$ cat config.mk
export PLATFORM = sky130hd
export DESIGN_NAME = button_conditioner
export DESIGN_NICKNAME = d
export VERILOG_FILES = /design/src/rtl/button_pkg.sv /design/src/rtl/btn_channel.sv /design/src/rtl/button_conditioner.sv
export SDC_FILE = /design/constraint.sdc
export NUM_CORES = 1
export LEC_CHECK = 0
export ABC_AREA = 1
export CORE_ASPECT_RATIO = 1.1
export CORE_MARGIN = 3
export CORE_UTILIZATION = 55
export CTS_BUF_LIST = sky130_fd_sc_hd__clkbuf_4
export CTS_CLUSTER_DIAMETER = 60
export DETAILED_ROUTE_END_ITERATION = 10
export GPL_TIMING_DRIVEN = 0
export PLACE_DENSITY = 0.72
export SETUP_SLACK_MARGIN = 0.02
export SLEW_MARGIN = 20
export SYNTH_ARGS = -nofsm -noshare
export SYNTH_HDL_FRONTEND = slang
export SYNTH_HIERARCHICAL = 1
export SYNTH_SLANG_ARGS = --single-unit
$ cat constraint.sdc
create_clock -name sysclk -period 3.6 [get_ports sysclk]
set_input_delay 0.54 -clock sysclk [delete_from_list [all_inputs] [get_ports sysclk]]
set_output_delay 0.54 -clock sysclk [all_outputs]
set_load 0.05 [all_outputs]
$ cat src/rtl/button_pkg.sv
// Shared mode encodings and default sizing for the button conditioner.
package button_pkg;

  typedef enum logic [1:0] {
    MODE_LEVEL   = 2'b00,
    MODE_PULSE   = 2'b01,
    MODE_TOGGLE  = 2'b10,
    MODE_STRETCH = 2'b11
  } btn_mode_e;

  localparam int DEF_NUM_BTN         = 4;
  localparam int DEF_DEBOUNCE_CYCLES = 1000;
  localparam int DEF_STRETCH_CYCLES  = 100;
  localparam int PRESS_CNT_W         = 16;

endpackage

$ cat src/rtl/btn_channel.sv
// One button lane: 2-flop synchroniser, debounce filter and per-mode output engine.
module btn_channel
  import button_pkg::*;
#(
  parameter int DEBOUNCE_CYCLES = DEF_DEBOUNCE_CYCLES,
  parameter int STRETCH_CYCLES  = DEF_STRETCH_CYCLES
) (
  input  logic       i_clk,
  input  logic       i_rst,
  input  logic       i_raw,
  input  logic [1:0] i_mode,
  output logic       o_db,
  output logic       o_out,
  output logic       o_press
);

  localparam int CW = $clog2(DEBOUNCE_CYCLES + 1);
  localparam int SW = $clog2(STRETCH_CYCLES + 1);

  logic          r_sync1;
  logic          r_sync2;
  logic [CW-1:0] r_cnt;
  logic          r_db;
  btn_mode_e     r_mode;
  logic          r_lvl;
  logic          r_out;
  logic          r_tog;
  logic [SW-1:0] r_str;

  logic w_differ;
  logic w_accept;
  logic w_press;
  logic w_mode_chg;

  assign w_differ   = (r_sync2 != r_db);
  assign w_accept   = w_differ && (r_cnt == CW'(DEBOUNCE_CYCLES - 1));
  assign w_press    = w_accept && r_sync2;
  assign w_mode_chg = (i_mode != r_mode);

  always_ff @(posedge i_clk or posedge i_rst) begin
    if (i_rst) begin
      r_sync1 <= 1'b0;
      r_sync2 <= 1'b0;
      r_cnt   <= '0;
      r_db    <= 1'b0;
    end else begin
      r_sync1 <= i_raw;
      r_sync2 <= r_sync1;
      if (w_accept) begin
        r_db  <= r_sync2;
        r_cnt <= '0;
      end else if (w_differ) begin
        r_cnt <= r_cnt + 1'b1;
      end else begin
        r_cnt <= '0;
      end
    end
  end

  // A mode change wins over a coincident press: the lane restarts from a clean state.
  always_ff @(posedge i_clk or posedge i_rst) begin
    if (i_rst) begin
      r_mode <= MODE_LEVEL;
      r_lvl  <= 1'b0;
      r_out  <= 1'b0;
      r_tog  <= 1'b0;
      r_str  <= '0;
    end else begin
      r_mode <= btn_mode_e'(i_mode);
      r_lvl  <= !w_mode_chg && (i_mode == MODE_LEVEL);
      if (w_mode_chg) begin
        r_out <= 1'b0;
        r_tog <= 1'b0;
        r_str <= '0;
      end else begin
        case (r_mode)
          MODE_LEVEL: begin
            r_out <= 1'b0;
          end
          MODE_PULSE: begin
            r_out <= w_press;
          end
          MODE_TOGGLE: begin
            r_tog <= r_tog ^ w_press;
            r_out <= r_tog ^ w_press;
          end
          MODE_STRETCH: begin
            if (w_press) begin
              r_str <= SW'(STRETCH_CYCLES - 1);
              r_out <= 1'b1;
            end else if (r_str != '0) begin
              r_str <= r_str - 1'b1;
            end else begin
              r_out <= 1'b0;
            end
          end
        endcase
      end
    end
  end

  // Level mode bypasses the engine register so the output is the debounced flop itself.
  assign o_out   = r_lvl ? r_db : r_out;
  assign o_db    = r_db;
  assign o_press = w_press;

endmodule

$ cat src/rtl/button_conditioner.sv
// Conditions NUM_BTN raw button bits and counts accepted press events.
module button_conditioner
  import button_pkg::*;
#(
  parameter int NUM_BTN         = DEF_NUM_BTN,
  parameter int DEBOUNCE_CYCLES = DEF_DEBOUNCE_CYCLES,
  parameter int STRETCH_CYCLES  = DEF_STRETCH_CYCLES
) (
  input  logic                   sysclk,
  input  logic                   rst,
  input  logic [NUM_BTN-1:0]     btn_raw,
  input  logic [2*NUM_BTN-1:0]   btn_mode,
  output logic [NUM_BTN-1:0]     btn_db,
  output logic [NUM_BTN-1:0]     btn_out,
  output logic [PRESS_CNT_W-1:0] press_cnt
);

  logic [NUM_BTN-1:0]     w_press;
  logic [PRESS_CNT_W-1:0] w_press_sum;
  logic [PRESS_CNT_W-1:0] r_press_cnt;

  for (genvar g = 0; g < NUM_BTN; g++) begin : g_chan
    btn_channel #(
      .DEBOUNCE_CYCLES (DEBOUNCE_CYCLES),
      .STRETCH_CYCLES  (STRETCH_CYCLES)
    ) u_chan (
      .i_clk   (sysclk),
      .i_rst   (rst),
      .i_raw   (btn_raw[g]),
      .i_mode  (btn_mode[2*g+1:2*g]),
      .o_db    (btn_db[g]),
      .o_out   (btn_out[g]),
      .o_press (w_press[g])
    );
  end

  always_comb begin
    w_press_sum = '0;
    for (int i = 0; i < NUM_BTN; i++) begin
      w_press_sum = w_press_sum + {{(PRESS_CNT_W-1){1'b0}}, w_press[i]};
    end
  end

  // Wraps silently at 2^16.
  always_ff @(posedge sysclk or posedge rst) begin
    if (rst) begin
      r_press_cnt <= '0;
    end else begin
      r_press_cnt <= r_press_cnt + w_press_sum;
    end
  end

  assign press_cnt = r_press_cnt;

endmodule

# --- Word-level counts from Yosys, hierarchy flattened ---
# Cells that the tools add are included.
word_totals:
  ff_bits: 116
  input_bits: 14
  elab_cells: 177
op_classes:
  n_addsub: 12
  n_eq_ne: 28
  muxes: 52
  n_bitwise: 4
  reduce_logical: 44
ops:
  columns: ["op", "n"]
  rows:
  - ["7-bit 2-to-1 mux", 16]
  - ["10-bit 2-to-1 mux", 8]
  - ["10-bit by 1-bit adder with 10-bit output (second input constant)", 4]
  - ["10-bit equality test (second input constant)", 4]
  - ["7-bit nonzero test", 4]
  - ["7-bit by 1-bit subtractor with 7-bit output (second input constant)", 4]
  - ["1-bit 2-to-1 mux", 24]
  - ["16-bit by 4-bit adder with 16-bit output", 1]
  - ["2-bit equality test (second input constant)", 8]
  - ["2-bit logical NOT", 8]
  - ["4-bit by 2-bit inequality test with 1-bit output (second input constant)", 4]
  - ["1-bit case mux with 4 select lines", 4]
  - ["2-bit nonzero test", 8]
  - ["1-bit logical AND", 12]
  - ["3-bit nonzero test", 4]
  - ["2-bit by 1-bit equality test with 1-bit output (second input constant)", 4]
  - ["2-bit inequality test", 4]
  - ["2-bit AND reduction", 4]
  - ["3-bit by 1-bit adder with 4-bit output", 1]
  - ["1-bit logical NOT", 4]
  - ["1-bit inequality test", 4]
  - ["1-bit XOR", 4]
  - ["2-bit by 1-bit adder with 3-bit output", 1]
  - ["1-bit by 1-bit adder with 2-bit output", 1]

# --- Depth between registers and ports, before layout ---
# Gate-level depths: netlist of the first run.
logic_depth:
  depth_word: 7
  ltp_mapped: 17
  ltp_nobuf: 17

# --- Hierarchy ---
# Netlist of the first run, hierarchy kept.
by_module_without_submodules:
  columns: ["mod", "n_inst", "cells_each", "area_each_um2"]
  rows:
  - ["btn_channel", 4, 149, 1281.2]
  - ["button_conditioner", 1, 104, 892.1]

# --- Worst setup path after synthesis of the first run ---
# No wires, ideal clock.
synth_path:
  path_kind: "reg2reg"
  from: "reg g_chan[0].u_chan.r_db"
  to: "reg r_press_cnt[10] (netlist: press_cnt[10])"
  setup_time_ps: 142
  t_arrival_ps: 2964
  required_ps: 3458
  slack_ps: 493
  path_stages_with_launch: 15
  path_buffers: 0
  synth_period_minus_slack_ps: 3107
  cell_sequence: "dfrtp_1 nand2_1 nand3_2 nor2_4 nand2_2 inv_1 fa_1 inv_1 fa_1 fa_1 inv_1 nand3_2 nor2_4 nand2_1 xnor2_1"
synth_between:
  elab_chain_len: 7
synth_lines:
  columns: ["element", "line", "source"]
  rows:
  - ["start, declared", "btn_channel.sv:23", "logic r_db;"]
  - ["start signal, assigned", "btn_channel.sv:50", "r_db <= r_sync2;"]
  - ["1-bit inequality test", "btn_channel.sv:35", "assign w_differ = (r_sync2 != r_db);"]
  - ["1-bit logical AND", "btn_channel.sv:36", "assign w_accept = w_differ && (r_cnt == CW'(DEBOUNCE_CYCLES - 1));"]
  - ["1-bit logical AND", "btn_channel.sv:37", "assign w_press = w_accept && r_sync2;"]
  - ["net w_press[0]", "button_conditioner.sv:18", "logic [NUM_BTN-1:0] w_press;"]
  - ["1-bit by 1-bit adder with 2-bit output", "button_conditioner.sv:40", "w_press_sum = w_press_sum + {{(PRESS_CNT_W-1){1'b0}}, w_press[i]};"]
  - ["2-bit by 1-bit adder with 3-bit output", "button_conditioner.sv:40", null]
  - ["3-bit by 1-bit adder with 4-bit output", "button_conditioner.sv:40", null]
  - ["16-bit by 4-bit adder with 16-bit output", "button_conditioner.sv:49", "r_press_cnt <= r_press_cnt + w_press_sum;"]
  - ["end signal, assigned", "button_conditioner.sv:49", null]
  - ["end, declared", "button_conditioner.sv:20", "logic [PRESS_CNT_W-1:0] r_press_cnt;"]
# The timed path passes the listed nets, and every way through them passes these cells.
# A chain may end at the register's enable or synchronous reset.

# --- Worst setup path in the final report of the first run ---
layout_path:
  from: "reg g_chan[0].u_chan.r_cnt[0]"
  to: "reg r_press_cnt[10] (netlist: press_cnt[10])"
layout_between:
  elab_chain_len: 7
layout_lines:
  columns: ["element", "line", "source"]
  rows:
  - ["start, declared", "btn_channel.sv:22", "logic [CW-1:0] r_cnt;"]
  - ["start signal, assigned", "btn_channel.sv:53", "r_cnt <= r_cnt + 1'b1;"]
  - ["10-bit equality test", "btn_channel.sv:36", null]
  - ["1-bit logical AND", "btn_channel.sv:36", null]
  - ["1-bit logical AND", "btn_channel.sv:37", null]
  - ["net w_press[0]", "button_conditioner.sv:18", null]
  - ["1-bit by 1-bit adder with 2-bit output", "button_conditioner.sv:40", null]
  - ["2-bit by 1-bit adder with 3-bit output", "button_conditioner.sv:40", null]
  - ["3-bit by 1-bit adder with 4-bit output", "button_conditioner.sv:40", null]
  - ["16-bit by 4-bit adder with 16-bit output", "button_conditioner.sv:49", null]
# The timed path passes the listed nets, and every way through them passes these cells.

==> results of run 1 <==
## cell type report
| class | count | area (sq um) | area share (%) |
|---|---|---|---|
| Inverter | 83 | 322 | 4.68 |
| Multi-Input combinational cell | 496 | 2770 | 40.3 |
| Sequential cell | 116 | 2900 | 42.3 |
| Clock buffer | 18 | 135 | 1.97 |
| Clock inverter | 14 | 166 | 2.42 |
| Tap cell | 143 | 179 | 2.61 |
| Timing Repair Buffer | 37 | 370 | 5.39 |
| Buffer | 5 | 25.0 | 0.364 |
## power by group
part           internal [mW]  switching [mW]  leakage, nW
Clock                  0.543           0.470        0.171
Combinational          0.116           0.186         1.52
Sequential              1.34          0.0439         1.56
Total                   2.00           0.700         3.26
## layer usage
layer	share of wire, %	vias up	wire length (um)
li1	-	2350	-
met1	46	2197	5070
met2	49	82	5430
met3	4.0	14	447
met4	1.6	0	178
met5	0	-	0
## path summary, 6_finish.rpt
check,start,endpoint,slack (ps),cells past startpoint
setup / recovery,g_chan[0].u_chan/r_cnt[0]$_DFF_PP0_,press_cnt[10]$_DFF_PP0_,270,16
hold / removal,g_chan[1].u_chan/r_sync1$_DFF_PP0_,g_chan[1].u_chan/r_sync2$_DFF_PP0_,360,0
setup reg to reg,g_chan[0].u_chan/r_cnt[0]$_DFF_PP0_,press_cnt[10]$_DFF_PP0_,270,16
hold reg to reg,g_chan[1].u_chan/r_sync1$_DFF_PP0_,g_chan[1].u_chan/r_sync2$_DFF_PP0_,360,0
max in group asynchronous,rst,g_chan[2].u_chan/r_str[4]$_DFFE_PP0P_,2330,2
min in group asynchronous,rst,press_cnt[0]$_DFF_PP0_,560,2
## sequential cells by signal (all words and copies together) (netlist names)
register               cells
g_chan.u_chan/r_str       28
g_chan.u_chan/r_lvl        4
g_chan.u_chan/o_db         4
g_chan.u_chan/r_out        4
g_chan.u_chan/r_cnt       40
press_cnt                 16
g_chan.u_chan/r_sync2      4
g_chan.u_chan/r_sync1      4
g_chan.u_chan/r_tog        4
g_chan.u_chan/r_mode       8
## synth_stat cells, drive strengths merged
library cell | instances | area (sq um)
xnor2 | 10 | 87.6
fa | 3 | 60.1
nand3 | 58 | 315
or2 | 12 | 95.1
dfrtp | 116 | 2900
buf | 5 | 25.0
and2 | 1 | 6.26
a31oi | 4 | 25.0
nand2 | 165 | 672
xor2 | 39 | 342
a22oi | 4 | 85.1
nor3 | 20 | 100
o21bai | 1 | 7.51
a21oi | 24 | 120
o21ai | 20 | 100
nor2 | 102 | 458
inv | 83 | 322
nand3b | 1 | 7.51
nand4 | 15 | 93.8
nor3b | 4 | 30.0
ha | 13 | 163
## stage by stage
step | util (%) | total power [mW] | instances | cell area, sq um | setup WS, ps
2_1_floorplan | - | 1.64 | 700 | 6020 | 493
3_3_place_gp | 62.3 | 1.70 | 880 | 6570 | 345
3_5_place_dp | 62.3 | 1.72 | 880 | 6570 | 302
4_1_cts | 65.2 | 2.75 | 912 | 6870 | 266
5_1_grt | 65.2 | 2.86 | 912 | 6870 | 72.6
6_report | 65.2 | 2.70 | 912 | 6870 | 267
## worst max-delay path, stage by stage, from the launching register on
cell	delay [ps]
dfrtp_1	440
ha_1	250
nand2_1	80
nor2_1	40
nand2_1	90
nor2_4	60
nand2_2	160
inv_1	130
fa_1	520
inv_1	60
fa_1	400
fa_1	440
inv_1	90
nand3_2	100
nor2_4	150
nand2_1	80
xnor2_1	130
## kinds of logic (layout without fill, tap and decap cells)
family / count (synthesis) / after routing / synth area share, %
simple gates: 378 / 378 / 29.5
flops: 116 / 116 / 48.2
buf+inv: 88 / 157 / 5.76
compound gates: 53 / 53 / 5.61
xor+xnor: 49 / 49 / 7.13
fa+ha+maj: 16 / 16 / 3.70
==> metrics.log, run 1 <==
[metrics] status: finished clean
[metrics] Final #Nets: 786
[metrics] PortBufs: 37
[metrics] initial cell density of the core: 57.1%
[metrics] Syn Nets: 730
[metrics] kind of launch point of the worst setup path: flop
[metrics] Fin. Hold Viols: 0
[metrics] post-synthesis area per instance: 8.60 sq um
[metrics] fill cell instance count of the final layout: 909
[metrics] global placer's final weighted congestion: 0.878
[metrics] Yosys cell types: 28
[metrics] peak supply drop: 243 uV
[metrics] minimum period implied by the final worst setup slack: 3330 ps
[metrics] fraction of met1 tracks used by global routing: 25.1%
[metrics] synthesis-to-layout area growth: 14.1%
[metrics] via count of the first global-routing pass: 4,573
[metrics] detail-routed via count per cell: 5.09
[metrics] Crit Path Category: reg2reg
[metrics] Clock Sink Count: 116
[metrics] aggregate global routing overflow: 0
[metrics] met3 layer usage reported by global route: 6.02%
[metrics] worst rel slew slack: 37.6%
[metrics] Num CTS Buffers: 17
[metrics] Worst Clk Skew: 13.1 ps
[metrics] site row count: 39
[metrics] CTS tree: yes
[metrics] die boundary height: 116 um
[metrics] pin count of the biggest net entering global routing: 26
[metrics] Clock Pin Slew Worst Setup and Hold Paths: 100 ps
[metrics] die width: 106 um
[metrics] flop and latch count out of synthesis: 116
[metrics] number of antenna violations at the first check in global routing: 0
[metrics] unrepaired setup endpoints after global routing: no
[metrics] post-synthesis instance area: 0.00602 sq mm
[metrics] top library cells by usage in the layout, fill and taps aside: nand2_1, dfrtp_1, nor2_1
[metrics] ratio of cells with drive above 1 in the final layout: 10.9%
[metrics] met2 GRT Util: 33.3%
[metrics] count of routing violations after the opening detailed-route iteration: 170
[metrics] achievable frequency: 0.300 GHz
[metrics] Seq/Total Area, Yosys: 48.2%
[metrics] max-slew violation count: 0
[metrics] transition time of the tightest slew-check pin: 936 ps
[metrics] HPWL after detailed placement: 8.12 mm
[metrics] maximum fanout count along the critical path: 9
[metrics] number of setup violations in the final report: 0
[metrics] TNS Setup: 0 ps
[metrics] max-cap check violation count: 0
[metrics] number of buffers inserted by hold repair at cts: 0
[metrics] Final period util: 92.6%
[metrics] number of H-tree levels: 4
[metrics] leakage power: 3.26 nW
[metrics] Cell Pwr Density: 394 mW/mm^2
[metrics] post-cts sizing count: 0
[metrics] most utilized layer in the global route result: met2
[metrics] Worst EP arrival: 3750 ps
[metrics] buffers inserted during post-CTS setup optimization: 0
[metrics] core region area: 0.0105 sq mm
[metrics] Root Buffer: clkbuf_4
[metrics] overall global routing resource usage: 20.2%
[metrics] DR DRC count: 0
[metrics] later-pin clock latency in the skew report: 530 ps
[metrics] number of detailed-routing iterations run before antenna repair: 4
[metrics] count of nets left with antenna violations after detail routing: 0
[metrics] worst min-delay path class: reg2reg
[metrics] wire per inst: 12.2 um
[metrics] via count: 4,643
[metrics] WP data required: 4020 ps
[metrics] Critical Path Sink Type: flop
[metrics] number of buffers on the longest clock path: 2
[metrics] number of top-level pins: 38
[metrics] number of antenna cells inserted: 0
[metrics] global-route wire length before repair: 19.8 mm
[metrics] most common cell after layout, fill and taps aside: nand2_1
[metrics] Die ar.: 0.0122 sq mm
[metrics] final hold slack: 357 ps
[metrics] post-synthesis cell count: 700
[metrics] drt total wl: 11.1 mm
[metrics] Synth Warn #: 6
Power figures use the tool's default switching activity.
==> run 2, diff against run 1 <==
Settings changed: PLACE_DENSITY 0.72 to 0.83, SLEW_MARGIN 20 to not set.
==> metrics.log, run 2 (synthesis results as in run 1) <==
[metrics] flip-flop count of the largest register, all copies and words added: 40
[metrics] initial cell density of the core: 57.1%
[metrics] Root Buffer: clkbuf_4
[metrics] minimum period implied by the final worst setup slack: 3370 ps
[metrics] transition time of the tightest slew-check pin: 945 ps
[metrics] drt total wl: 11.8 mm
[metrics] kind of launch point of the worst setup path: flop
[metrics] PortBufs: 37
[metrics] worst min-delay path class: reg2reg
[metrics] ratio of cells with drive above 1 in the final layout: 10.8%
[metrics] number of antenna violations at the first check in global routing: 1
[metrics] Clock Sink Count: 116
[metrics] maximum fanout count along the critical path: 9
[metrics] global-route wire length before repair: 20.9 mm
[metrics] Num CTS Buffers: 17
[metrics] Top Family by Delay on Critical Path: adder cells
[metrics] Clock Pin Slew Worst Setup and Hold Paths: 100 ps
[metrics] placed inst area: 0.00657 sq mm
[metrics] CTS tree: yes
[metrics] detail-routed via count per cell: 5.20
[metrics] global placer's final weighted congestion: 0.848
[metrics] Critical Path Sink Type: flop
[metrics] achievable frequency: 0.297 GHz
[metrics] synthesis-to-layout area growth: 14.7%
[metrics] aggregate global routing overflow: 0
[metrics] most common cell after layout, fill and taps aside: nand2_1
[metrics] Final #Nets: 786
[metrics] status: finished clean
[metrics] max-slew violation count: 0
[metrics] buffers inserted during post-CTS setup optimization: 0
[metrics] via count of the first global-routing pass: 4,815
[metrics] top library cells by usage in the layout, fill and taps aside: nand2_1, dfrtp_1, nor2_1
[metrics] number of top-level pins: 38
[metrics] worst stage delay on the critical path: 520 ps
[metrics] die width: 106 um
[metrics] DR DRC count: 0
[metrics] Final period util: 93.6%
[metrics] number of buffers on the longest clock path: 2
[metrics] leakage power: 3.26 nW
[metrics] core region area: 0.0105 sq mm
[metrics] count of routing violations after the opening detailed-route iteration: 227
[metrics] TNS Setup: 0 ps
[metrics] site row count: 39
[metrics] Worst Clk Skew: 14.4 ps
[metrics] Worst Path Buf+Inv: 3
[metrics] via count: 4,746
[metrics] die boundary height: 116 um
[metrics] max-cap check violation count: 0
[metrics] pin count of the biggest net entering global routing: 26
[metrics] Crit Path Category: reg2reg
[metrics] Fin. Hold Viols: 0
[metrics] HPWL after detailed placement: 8.59 mm
[metrics] Worst EP arrival: 3770 ps
[metrics] unrepaired setup endpoints after global routing: no
[metrics] Cell Pwr Density: 406 mW/mm^2
[metrics] count of nets left with antenna violations after detail routing: 0
[metrics] number of detailed-routing iterations run before antenna repair: 4
[metrics] post-cts sizing count: 0
[metrics] wire per inst: 12.9 um
[metrics] number of buffers inserted by hold repair at cts: 0
[metrics] list of cells traversed by the critical path: ha_1 > nand2_1 > nor2_1 > nand2_1 > nor2_4 > nand2_2 > inv_1 > fa_1 > inv_1 > fa_1 > fa_1 > inv_1 > nand3_2 > nor2_4 > nand2_1 > xnor2_1
[metrics] number of H-tree levels: 4
[metrics] WP data required: 4000 ps
[metrics] post-route cell area: 0.00690 sq mm
[metrics] later-pin clock latency in the skew report: 510 ps
[metrics] worst rel slew slack: 36.9%
[metrics] Die ar.: 0.0122 sq mm
[metrics] number of setup violations in the final report: 0
[metrics] overall global routing resource usage: 21.1%
[metrics] peak supply drop: 222 uV
[metrics] register ranked first by flip-flop count: g_chan.u_chan/r_cnt
[metrics] CP max stage cell: fa_1
run 2: worst paths after layout:
path                                                          start                            endpoint  slack [ps]  cells past startpoint
worst max-delay path            g_chan[0].u_chan/r_cnt[0]$_DFF_PP0_             press_cnt[10]$_DFF_PP0_         230                     16
worst min-delay path             g_chan[2].u_chan/r_sync1$_DFF_PP0_  g_chan[2].u_chan/r_sync2$_DFF_PP0_         370                      0
worst max register to register  g_chan[0].u_chan/r_cnt[0]$_DFF_PP0_             press_cnt[10]$_DFF_PP0_         230                     16
worst min register to register   g_chan[2].u_chan/r_sync1$_DFF_PP0_  g_chan[2].u_chan/r_sync2$_DFF_PP0_         370                      0
max in group asynchronous                                       rst  g_chan[2].u_chan/r_out$_DFFE_PP0P_        2330                      2
min in group asynchronous                                       rst              press_cnt[2]$_DFF_PP0_         540                      2
run 2: worst register-to-register path: stages, from the launching register on:
cell and delay, ps:
dfrtp_1 450, ha_1 250, nand2_1 90, nor2_1 40, nand2_1 100, nor2_4 60, nand2_2 160, inv_1 120
fa_1 520, inv_1 60, fa_1 400, fa_1 450, inv_1 100, nand3_2 110, nor2_4 150, nand2_1 80
xnor2_1 130
run 2: power by group:
part	internal [mW]	total, mW	switching, mW	leakage [nW]
clock	0.634	1.11	0.471	0.173
combinational	0.116	0.307	0.191	1.52
sequential	1.34	1.39	0.0453	1.56
run 2: cell type report:
cell class                      instances  area (sq um)
Clock buffer                           20           150
Clock inverter                         12           185
Inverter                               83           322
Tap cell                              143           179
Timing Repair Buffer                   37           370
Multi-Input combinational cell        496          2770
Antenna cell                            1          2.50
Buffer                                  5          25.0
Fill cell                             875          3640
Sequential cell                       116          2900
run 2: through the flow:
step	power [mW]	cells	setup WS (ps)	util [%]	hold slack, ps
6_report	2.80	913	230	65.5	366
5_1_grt	2.94	913	43.4	65.5	378
4_1_cts	2.83	912	237	65.5	364
3_5_place_dp	1.72	880	280	62.3	339
3_3_place_gp	1.70	880	388	62.3	334
2_1_floorplan	1.64	700	493	-	331
run 2: metal layers:
layer | track usage [%] | up-vias | wire length, um
met3 | 5.24 | 18 | 340
met5 | 0 | - | 0
met4 | 7.94 | 0 | 203
li1 | - | 2354 | -
met2 | 37.8 | 76 | 6190
met1 | 24.6 | 2298 | 5080
